File: src/rtl/det_sched_pkg.sv
// Shared constants, width helpers and FSM state encoding for det_sched.
package det_sched_pkg;

    localparam int unsigned DEF_N_REQ = 4;
    localparam int unsigned DEF_WIDTH = 8;

    // Requester index width; at least one bit so a single requester still has an id.
    function automatic int unsigned id_w(input int unsigned n);
        return (n > 1) ? $clog2(n) : 1;
    endfunction

    // Hit-count width: must hold values 0..w inclusive.
    function automatic int unsigned cnt_w(input int unsigned w);
        return $clog2(w + 1);
    endfunction

    localparam int unsigned DEF_ID_W  = id_w(DEF_N_REQ);
    localparam int unsigned DEF_CNT_W = cnt_w(DEF_WIDTH);

    typedef enum logic [2:0] {
        IDLE  = 3'd0,
        CLEAR = 3'd1,
        SHIFT = 3'd2,
        DRAIN = 3'd3,
        DONE  = 3'd4
    } state_e;

endpackage

File: src/rtl/det_sched_if.sv
// Requester/response bus between the job sources and det_sched.
//   req/req_data : per-requester job request and word (driven by master)
//   ack          : one-hot accept pulse (driven by slave)
//   resp_*       : result pulse, owner index and hit count (driven by slave)
interface det_sched_if #(
    parameter int unsigned N_REQ = det_sched_pkg::DEF_N_REQ,
    parameter int unsigned WIDTH = det_sched_pkg::DEF_WIDTH
);
    import det_sched_pkg::*;

    localparam int unsigned ID_W  = id_w(N_REQ);
    localparam int unsigned CNT_W = cnt_w(WIDTH);

    logic [N_REQ-1:0]       req;
    logic [N_REQ*WIDTH-1:0] req_data;
    logic [N_REQ-1:0]       ack;
    logic                   resp_valid;
    logic [ID_W-1:0]        resp_id;
    logic [CNT_W-1:0]       resp_count;

    modport master (
        output req, req_data,
        input  ack, resp_valid, resp_id, resp_count
    );

    modport slave (
        input  req, req_data,
        output ack, resp_valid, resp_id, resp_count
    );

endinterface

File: src/rtl/det_rr_arbiter.sv
// Combinational rotating-priority arbiter.
//   req     : request vector
//   ptr     : index holding highest priority this cycle
//   grant_c : one-hot grant, idx_c : granted index, any_c : some request present
// A ptr tied to zero turns this into a lowest-index-wins fixed-priority arbiter.
module det_rr_arbiter #(
    parameter int unsigned N_REQ = det_sched_pkg::DEF_N_REQ,
    parameter int unsigned ID_W  = det_sched_pkg::DEF_ID_W
) (
    input  logic [N_REQ-1:0] req,
    input  logic [ID_W-1:0]  ptr,
    output logic [N_REQ-1:0] grant_c,
    output logic [ID_W-1:0]  idx_c,
    output logic             any_c
);

    // Scan from ptr upward with wrap; the first set request wins.
    always_comb begin
        int unsigned j;
        grant_c = '0;
        idx_c   = '0;
        any_c   = 1'b0;
        j       = 0;
        for (int unsigned off = 0; off < N_REQ; off++) begin
            j = (32'(ptr) + off) % N_REQ;
            if (!any_c && req[ID_W'(j)]) begin
                grant_c[ID_W'(j)] = 1'b1;
                idx_c             = ID_W'(j);
                any_c             = 1'b1;
            end
        end
    end

endmodule

File: src/rtl/det_sched.sv
// Time-shares one serial pattern detector between N_REQ requesters.
// Each accepted job clears the detector, shifts its word in LSB first,
// counts detector hits and reports the count with the owner's index.
//   clock, reset_b : clock and asynchronous active-low reset
//   bus            : det_sched_if slave (req/req_data in, ack/resp_* out)
//   det_in         : serial bit to the detector
//   det_reset_b    : active-low clear to the detector
//   det_out        : detector output
// Build option: DET_SCHED_FIXED_PRIO_EN selects lowest-index-wins arbitration
// and removes the round-robin pointer.
module det_sched #(
    parameter int unsigned N_REQ = det_sched_pkg::DEF_N_REQ,
    parameter int unsigned WIDTH = det_sched_pkg::DEF_WIDTH
) (
    input  logic      clock,
    input  logic      reset_b,
    det_sched_if.slave bus,
    output logic      det_in,
    output logic      det_reset_b,
    input  logic      det_out
);
    import det_sched_pkg::*;

    localparam int unsigned ID_W  = id_w(N_REQ);
    localparam int unsigned CNT_W = cnt_w(WIDTH);
    localparam int unsigned BIT_W = (WIDTH > 1) ? $clog2(WIDTH) : 1;
    localparam logic [BIT_W-1:0] LAST_BIT = BIT_W'(WIDTH - 1);
    localparam logic [CNT_W-1:0] CNT_MAX  = CNT_W'(WIDTH);

    state_e             state_q, state_n;
    logic [ID_W-1:0]    id_q, id_n;
    logic [WIDTH-1:0]   word_q, word_n;
    logic [BIT_W-1:0]   bit_q, bit_n;
    logic [CNT_W-1:0]   cnt_q, cnt_n;
    logic [N_REQ-1:0]   ack_q, ack_n;
    logic               valid_q, valid_n;
    logic [ID_W-1:0]    rid_q, rid_n;
    logic [CNT_W-1:0]   rcnt_q, rcnt_n;
    logic               din_q, din_n;
    logic               clr_q, clr_n;
    logic [ID_W-1:0]    ptr;
    logic [N_REQ-1:0]   grant_c;
    logic [ID_W-1:0]    gidx_c;
    logic               any_c;

`ifdef DET_SCHED_FIXED_PRIO_EN
    assign ptr = '0;
`else
    logic [ID_W-1:0]    ptr_q, ptr_n;
    assign ptr = ptr_q;
`endif

    det_rr_arbiter #(.N_REQ(N_REQ), .ID_W(ID_W)) u_arb (
        .req     (bus.req),
        .ptr     (ptr),
        .grant_c (grant_c),
        .idx_c   (gidx_c),
        .any_c   (any_c)
    );

    // Hit counter never wraps past WIDTH.
    function automatic logic [CNT_W-1:0] sat_inc(input logic [CNT_W-1:0] c, input logic hit);
        return (hit && (c != CNT_MAX)) ? c + 1'b1 : c;
    endfunction

    // Next-state and registered-output logic.
    always_comb begin
        state_n = state_q;
        id_n    = id_q;
        word_n  = word_q;
        bit_n   = bit_q;
        cnt_n   = cnt_q;
        ack_n   = '0;
        valid_n = 1'b0;
        rid_n   = rid_q;
        rcnt_n  = rcnt_q;
        din_n   = 1'b0;
        clr_n   = 1'b0;
`ifndef DET_SCHED_FIXED_PRIO_EN
        ptr_n   = ptr_q;
`endif
        case (state_q)
            IDLE: begin
                if (any_c) begin
                    state_n = CLEAR;
                    id_n    = gidx_c;
                    ack_n   = grant_c;
                    clr_n   = 1'b1;
                    for (int unsigned i = 0; i < N_REQ; i++) begin
                        if (gidx_c == ID_W'(i)) begin
                            word_n = bus.req_data[i*WIDTH +: WIDTH];
                        end
                    end
`ifndef DET_SCHED_FIXED_PRIO_EN
                    ptr_n = (gidx_c == ID_W'(N_REQ - 1)) ? '0 : gidx_c + 1'b1;
`endif
                end
            end
            CLEAR: begin
                state_n = SHIFT;
                bit_n   = '0;
                cnt_n   = '0;
                din_n   = word_q[0];
            end
            SHIFT: begin
                // det_out lags det_in by one cycle, so shift cycle 0 carries no hit.
                if (bit_q != '0) begin
                    cnt_n = sat_inc(cnt_q, det_out);
                end
                if (bit_q == LAST_BIT) begin
                    state_n = DRAIN;
                end else begin
                    bit_n = bit_q + 1'b1;
                    din_n = word_q[bit_n];
                end
            end
            DRAIN: begin
                state_n = DONE;
                valid_n = 1'b1;
                rid_n   = id_q;
                rcnt_n  = sat_inc(cnt_q, det_out);
            end
            DONE: begin
                state_n = IDLE;
            end
            default: begin
                state_n = IDLE;
            end
        endcase
    end

    // State and output registers.
    always_ff @(posedge clock or negedge reset_b) begin
        if (!reset_b) begin
            state_q <= IDLE;
            id_q    <= '0;
            word_q  <= '0;
            bit_q   <= '0;
            cnt_q   <= '0;
            ack_q   <= '0;
            valid_q <= 1'b0;
            rid_q   <= '0;
            rcnt_q  <= '0;
            din_q   <= 1'b0;
            clr_q   <= 1'b0;
`ifndef DET_SCHED_FIXED_PRIO_EN
            ptr_q   <= '0;
`endif
        end else begin
            state_q <= state_n;
            id_q    <= id_n;
            word_q  <= word_n;
            bit_q   <= bit_n;
            cnt_q   <= cnt_n;
            ack_q   <= ack_n;
            valid_q <= valid_n;
            rid_q   <= rid_n;
            rcnt_q  <= rcnt_n;
            din_q   <= din_n;
            clr_q   <= clr_n;
`ifndef DET_SCHED_FIXED_PRIO_EN
            ptr_q   <= ptr_n;
`endif
        end
    end

    assign bus.ack        = ack_q;
    assign bus.resp_valid = valid_q;
    assign bus.resp_id    = rid_q;
    assign bus.resp_count = rcnt_q;
    assign det_in         = din_q;
    // Gated with reset_b so the detector is held clear while the scheduler is in reset.
    assign det_reset_b    = reset_b & ~clr_q;

endmodule

File: src/flat_wrapper.sv
// flat-port wrapper written by rule: the top's interface ports become plain ports
module det_sched_flat import det_sched_pkg::*;
#(
    parameter int unsigned N_REQ = det_sched_pkg::DEF_N_REQ,
    parameter int unsigned WIDTH = det_sched_pkg::DEF_WIDTH
)
  (clock, reset_b, det_in, det_reset_b, det_out, bus_req, bus_req_data, bus_ack, bus_resp_valid, bus_resp_id, bus_resp_count);
  det_sched_if #(.N_REQ(N_REQ), .WIDTH(WIDTH)) bus_i ();
  input  logic clock;
  input  logic reset_b;
  output logic det_in;
  output logic det_reset_b;
  input  logic det_out;
  input wire logic [$bits(bus_i.req)-1:0] bus_req;
  input wire logic [$bits(bus_i.req_data)-1:0] bus_req_data;
  output wire logic [$bits(bus_i.ack)-1:0] bus_ack;
  output wire logic [$bits(bus_i.resp_valid)-1:0] bus_resp_valid;
  output wire logic [$bits(bus_i.resp_id)-1:0] bus_resp_id;
  output wire logic [$bits(bus_i.resp_count)-1:0] bus_resp_count;
  assign bus_i.req = bus_req;
  assign bus_i.req_data = bus_req_data;
  assign bus_ack = bus_i.ack;
  assign bus_resp_valid = bus_i.resp_valid;
  assign bus_resp_id = bus_i.resp_id;
  assign bus_resp_count = bus_i.resp_count;
  det_sched #(.N_REQ(N_REQ), .WIDTH(WIDTH)) u_core (.clock(clock), .reset_b(reset_b), .bus(bus_i), .det_in(det_in), .det_reset_b(det_reset_b), .det_out(det_out));
endmodule
File: config.mk
export PLATFORM = sky130hd
export DESIGN_NAME = det_sched_flat
export DESIGN_NICKNAME = d
export VERILOG_FILES = /design/src/rtl/det_sched_pkg.sv /design/src/rtl/det_sched_if.sv /design/src/rtl/det_rr_arbiter.sv /design/src/rtl/det_sched.sv /design/src/flat_wrapper.sv
export SDC_FILE = /design/constraint.sdc
export NUM_CORES = 1
export LEC_CHECK = 0
export ABC_AREA = 0
export ABC_CLOCK_PERIOD_IN_PS = 8950
export BUFFER_PORTS_ARGS = -buffer_cell sky130_fd_sc_hd__buf_2
export CAP_MARGIN = 15
export CORE_UTILIZATION = 58
export DETAILED_ROUTE_END_ITERATION = 6
export PLACE_DENSITY = 0.9
export SLEW_MARGIN = 20
export SYNTH_ARGS = -nofsm -noshare
export SYNTH_HDL_FRONTEND = slang
export SYNTH_SLANG_ARGS = --single-unit
File: constraint.sdc
create_clock -name clock -period 8.95 [get_ports clock]
set_input_delay 1.3425 -clock clock [delete_from_list [all_inputs] [get_ports clock]]
set_output_delay 1.3425 -clock clock [all_outputs]
set_load 0.05 [all_outputs]
==> reports/results.tsv <==
stage	metric	value	unit
power	power share of the combinational group	57.8	%
sta	Hold WS	0.4787	ns
synthesis	Post-Synthesis Mean Instance Area	9.681	sq um
finish	ratio of cells with drive above 1 in the final layout	25.09	%
finish	Layout Cells excl Fill	331	
grt	total track usage	24.21	%
cts	CTS hold repair buffers	0	
finish	layout net count	338	
grt	largest net degree at the start of global routing	37	
synthesis	Synth Warn #	0	
synthesis	post-synthesis sequential area ratio	37.70	%
synthesis	Syn Nets	296	
die	DIE WIDTH	65.29	microns
die	Die Span Y	65.29	microns
sta	Worst Clk Skew	0.005714	ns
synthesis	dominant cell type by area after synthesis	dfrtp_1	
synthesis	Yosys reg bits	35	
power	Clk pwr share	14.4	%
sta	Worst Tran Pin Value	0.7983	ns
finish	Core Util, Final	71.72	%
finish	commonest cells after routing, fill and taps aside	buf_2 (51), dfrtp_1 (35), nand2_1 (20), mux2i_1 (18)	
die	Ports	52	
sta	RSZ-0062 raised after global routing	false	
hold_path	hold_sp	u_core.bus.resp_count[1]$_DFFE_PN0P_	
cts	htree depth	2	
setup_path	CP max FO	19	
cts	clk sink count	35	
sta	setup_tns	0	ns
sta	fmax	0.2436	GHz
synthesis	share of flip-flops with an asynchronous set or reset	100.0	%
route	DR iter-0 viols	148	
power	P_leak	1.274	nW
synthesis	synth top area cells	dfrtp_1 (38%), ha_1 (9.2%), mux2i_1 (7.8%), mux4_2 (3.9%), o21ai_0 (3.7%)	
synthesis	Gate Count Post-Synth	240	
power	Net Sw Frac	45.49	%
die	initial core utilization	62.07	%
power	cell-internal power	0.5616	mW
setup_path	CP max stage cell	dfrtp_1	
setup_path	most used cell along the critical path	ha_1	
finish	Area Growth Syn to Fin	15.56	%
power	pwr/cell area	383.7	nW/um^2
cts	Root Buffer	clkbuf_8	
route	routed wire length	4561	microns
setup_path	crit path launch type	register	
flow_run	Max-cap violations	0	
setup_path	Crit Reg-Reg Startpoint	u_core.ptr[0]$_DFFE_PN0P_	
sta	Final period util	45.86	%
setup_path	crit end category	register	
setup_path	Critical Path AT	4.32	ns
route	Residual DRC	0	
setup_path	worst setup path start	u_core.ptr[0]$_DFFE_PN0P_	
power	sw power	0.4686	mW
cts	CTS tree	built	
synthesis	ys flop type	dfrtp_1	
die	# rows	22	
setup_path	slowest cell delay on critical path	0.74	ns
route	vias per inst	5.640	
synthesis	number of synthesized flops with an enable pin	0	
finish	Antenna diodes	0	
finish	leading cell type in the layout, fill and taps excluded	buf_2	
setup_path	CP cell instances	inv_1 > ha_1 > mux4_2 > nor2b_4 > o21a_1 > nor3_1 > ha_1 > nor4_1 > nor3_2 > nor2_1 > a21oi_1	
grt	initial antenna violation count	0	
die	core area	3744	sq um
sta	Final Hold Vio Count	0	
route	WL per Instance	13.78	microns
synthesis	area share of the largest cell type after synthesis	37.70	%
placement	number of port buffers	51	
route	first-pass iteration count of the detailed router	4	
synthesis	Syn Std Cell Area	2323	sq um
setup_path	Data required, critical path	9.16	ns
placement	Final HPWL DP	3427	microns
sta	final setup vio count	0	
power	Seq pwr share	27.8	%
cts	CTS max path bufs	2	
placement	GP Congestion	0.7910	
synthesis	number of distinct library cells after synthesis	48	
power	Peak VDD IR	0.0001898	V
grt	vias in the first global route	1775	
route	Vias	1867	
sta	pins over their slew limit	0	
outcome	status	completed	
die	DIE AREA	4263	sq um
grt	grt ovf	0	
setup_path	buffers and inverters on the worst path	1	
cts	post-cts sizing count	0	
sta	Min Clock Period, post-route	4.105	ns
setup_path	cell family with most CP delay	simple AND/OR/NAND/NOR gates	
setup_path	critical setup path kind	reg -> reg	
hold_path	Hold/Removal Path Class	reg -> reg	
sta	Slew Limit Headroom	46.49	%
route	antenna viol nets, final	0	
cts	worst skew pair latency	0.29	ns
grt	first-pass GRT wire length	7817	microns
placement	Placed Cells incl. Taps	323	
cts	CTS clock-pin slew for the worst setup and hold paths	0.07	ns
cts	number of CTS-inserted buffers	5	
cts	Setup Buffers After CTS	0	
## kinds of logic after synthesis
kind of cell	after synthesis	share of synthesized area, %
fa+ha+maj	17	9.154
compound gates	54	15.35
buf+inv	30	5.493
mux	27	14.05
xor+xnor	5	1.885
simple gates	72	16.37
flops	35	37.70
## cells in the mapped netlist, types with 3 or more instances
cell type and instances:
a221o_1 4, nand3_1 5, inv_1 13, nand2_1 20
mux2i_1 18, nor2_1 14, clkbuf_1 9, nor3b_1 3
nor3_1 6, a31oi_1 3, nand2b_1 8, o21ai_0 17
mux2_2 3, xnor2_1 3, ha_1 17, a32o_1 5
mux4_2 4, buf_2 6, dfrtp_1 35, a21oi_1 13
## final cells by class
type                            instances  area [sq um]
Multi-Input combinational cell        175          1320
Inverter                               14         52.55
Clock inverter                          2         38.79
Fill cell                             291          1059
Clock buffer                            6         82.58
Tap cell                               48         60.06
Sequential cell                        35         875.8
Timing Repair Buffer                   51         255.2
## state kept, by name (all words and copies together) (netlist names)
name                   cells
u_core.id_q                2
u_core.det_in              1
u_core.bus.resp_count      4
u_core.bus.resp_id         2
u_core.clr_q               1
u_core.bit_q               3
u_core.state_q             3
u_core.cnt_q               4
u_core.bus.resp_valid      1
u_core.bus.ack             4
u_core.word_q              8
u_core.ptr                 2
## worst min-delay path, cell delays in order, from the launching register on
cell and delay [ns]:
dfrtp_1 0.34, nand2_1 0.05, o21ai_0 0.06
## power groups by stage
stage,clock (mW),sequential [mW],combinational [mW]
finish,0.148,0.286,0.596
global route,0.158,0.296,0.663
floorplan,0,0.321,0.443
detailed placement,0,0.289,0.593
CTS,0.152,0.286,0.596
global placement,0,0.284,0.570
## routing by layer
| layer | up-vias | track usage, % | part of all wire (%) |
|---|---|---|---|
| li1 | 940 | - | - |
| met1 | 869 | 29.45 | 46 |
| met2 | 49 | 40.72 | 48 |
| met3 | 9 | 4.861 | 4.1 |
| met4 | 0 | 11.68 | 2.2 |
| met5 | - | 0 | 0 |
## worst paths after layout
| path | to | slack [ns] | cells after the start |
|---|---|---|---|
| max reg2reg | u_core.word_q[5]$_DFFE_PN0P_ | 4.85 | 11 |
| max in group asynchronous | u_core.clr_q$_DFF_PN0_ | 7.36 | 1 |
| min reg2reg | u_core.bus.resp_count[1]$_DFFE_PN0P_ | 0.48 | 2 |
| min in group asynchronous | u_core.bus.resp_count[2]$_DFFE_PN0P_ | 1.11 | 1 |
| min | u_core.bus.resp_count[1]$_DFFE_PN0P_ | 0.48 | 2 |
| max | u_core.word_q[5]$_DFFE_PN0P_ | 4.85 | 11 |
## through the flow
step                      area, sq um  total power, mW  setup WS, ns
after detailed placement         2564           0.8817         4.640
after CTS                        2685            1.034         4.834
after floorplan                  2323           0.7644         4.935
final                            2685            1.030         4.845
after global placement           2564           0.8540         4.762
after global routing             2685            1.117         4.408
No activity file was read; power rests on OpenSTA's default activity.
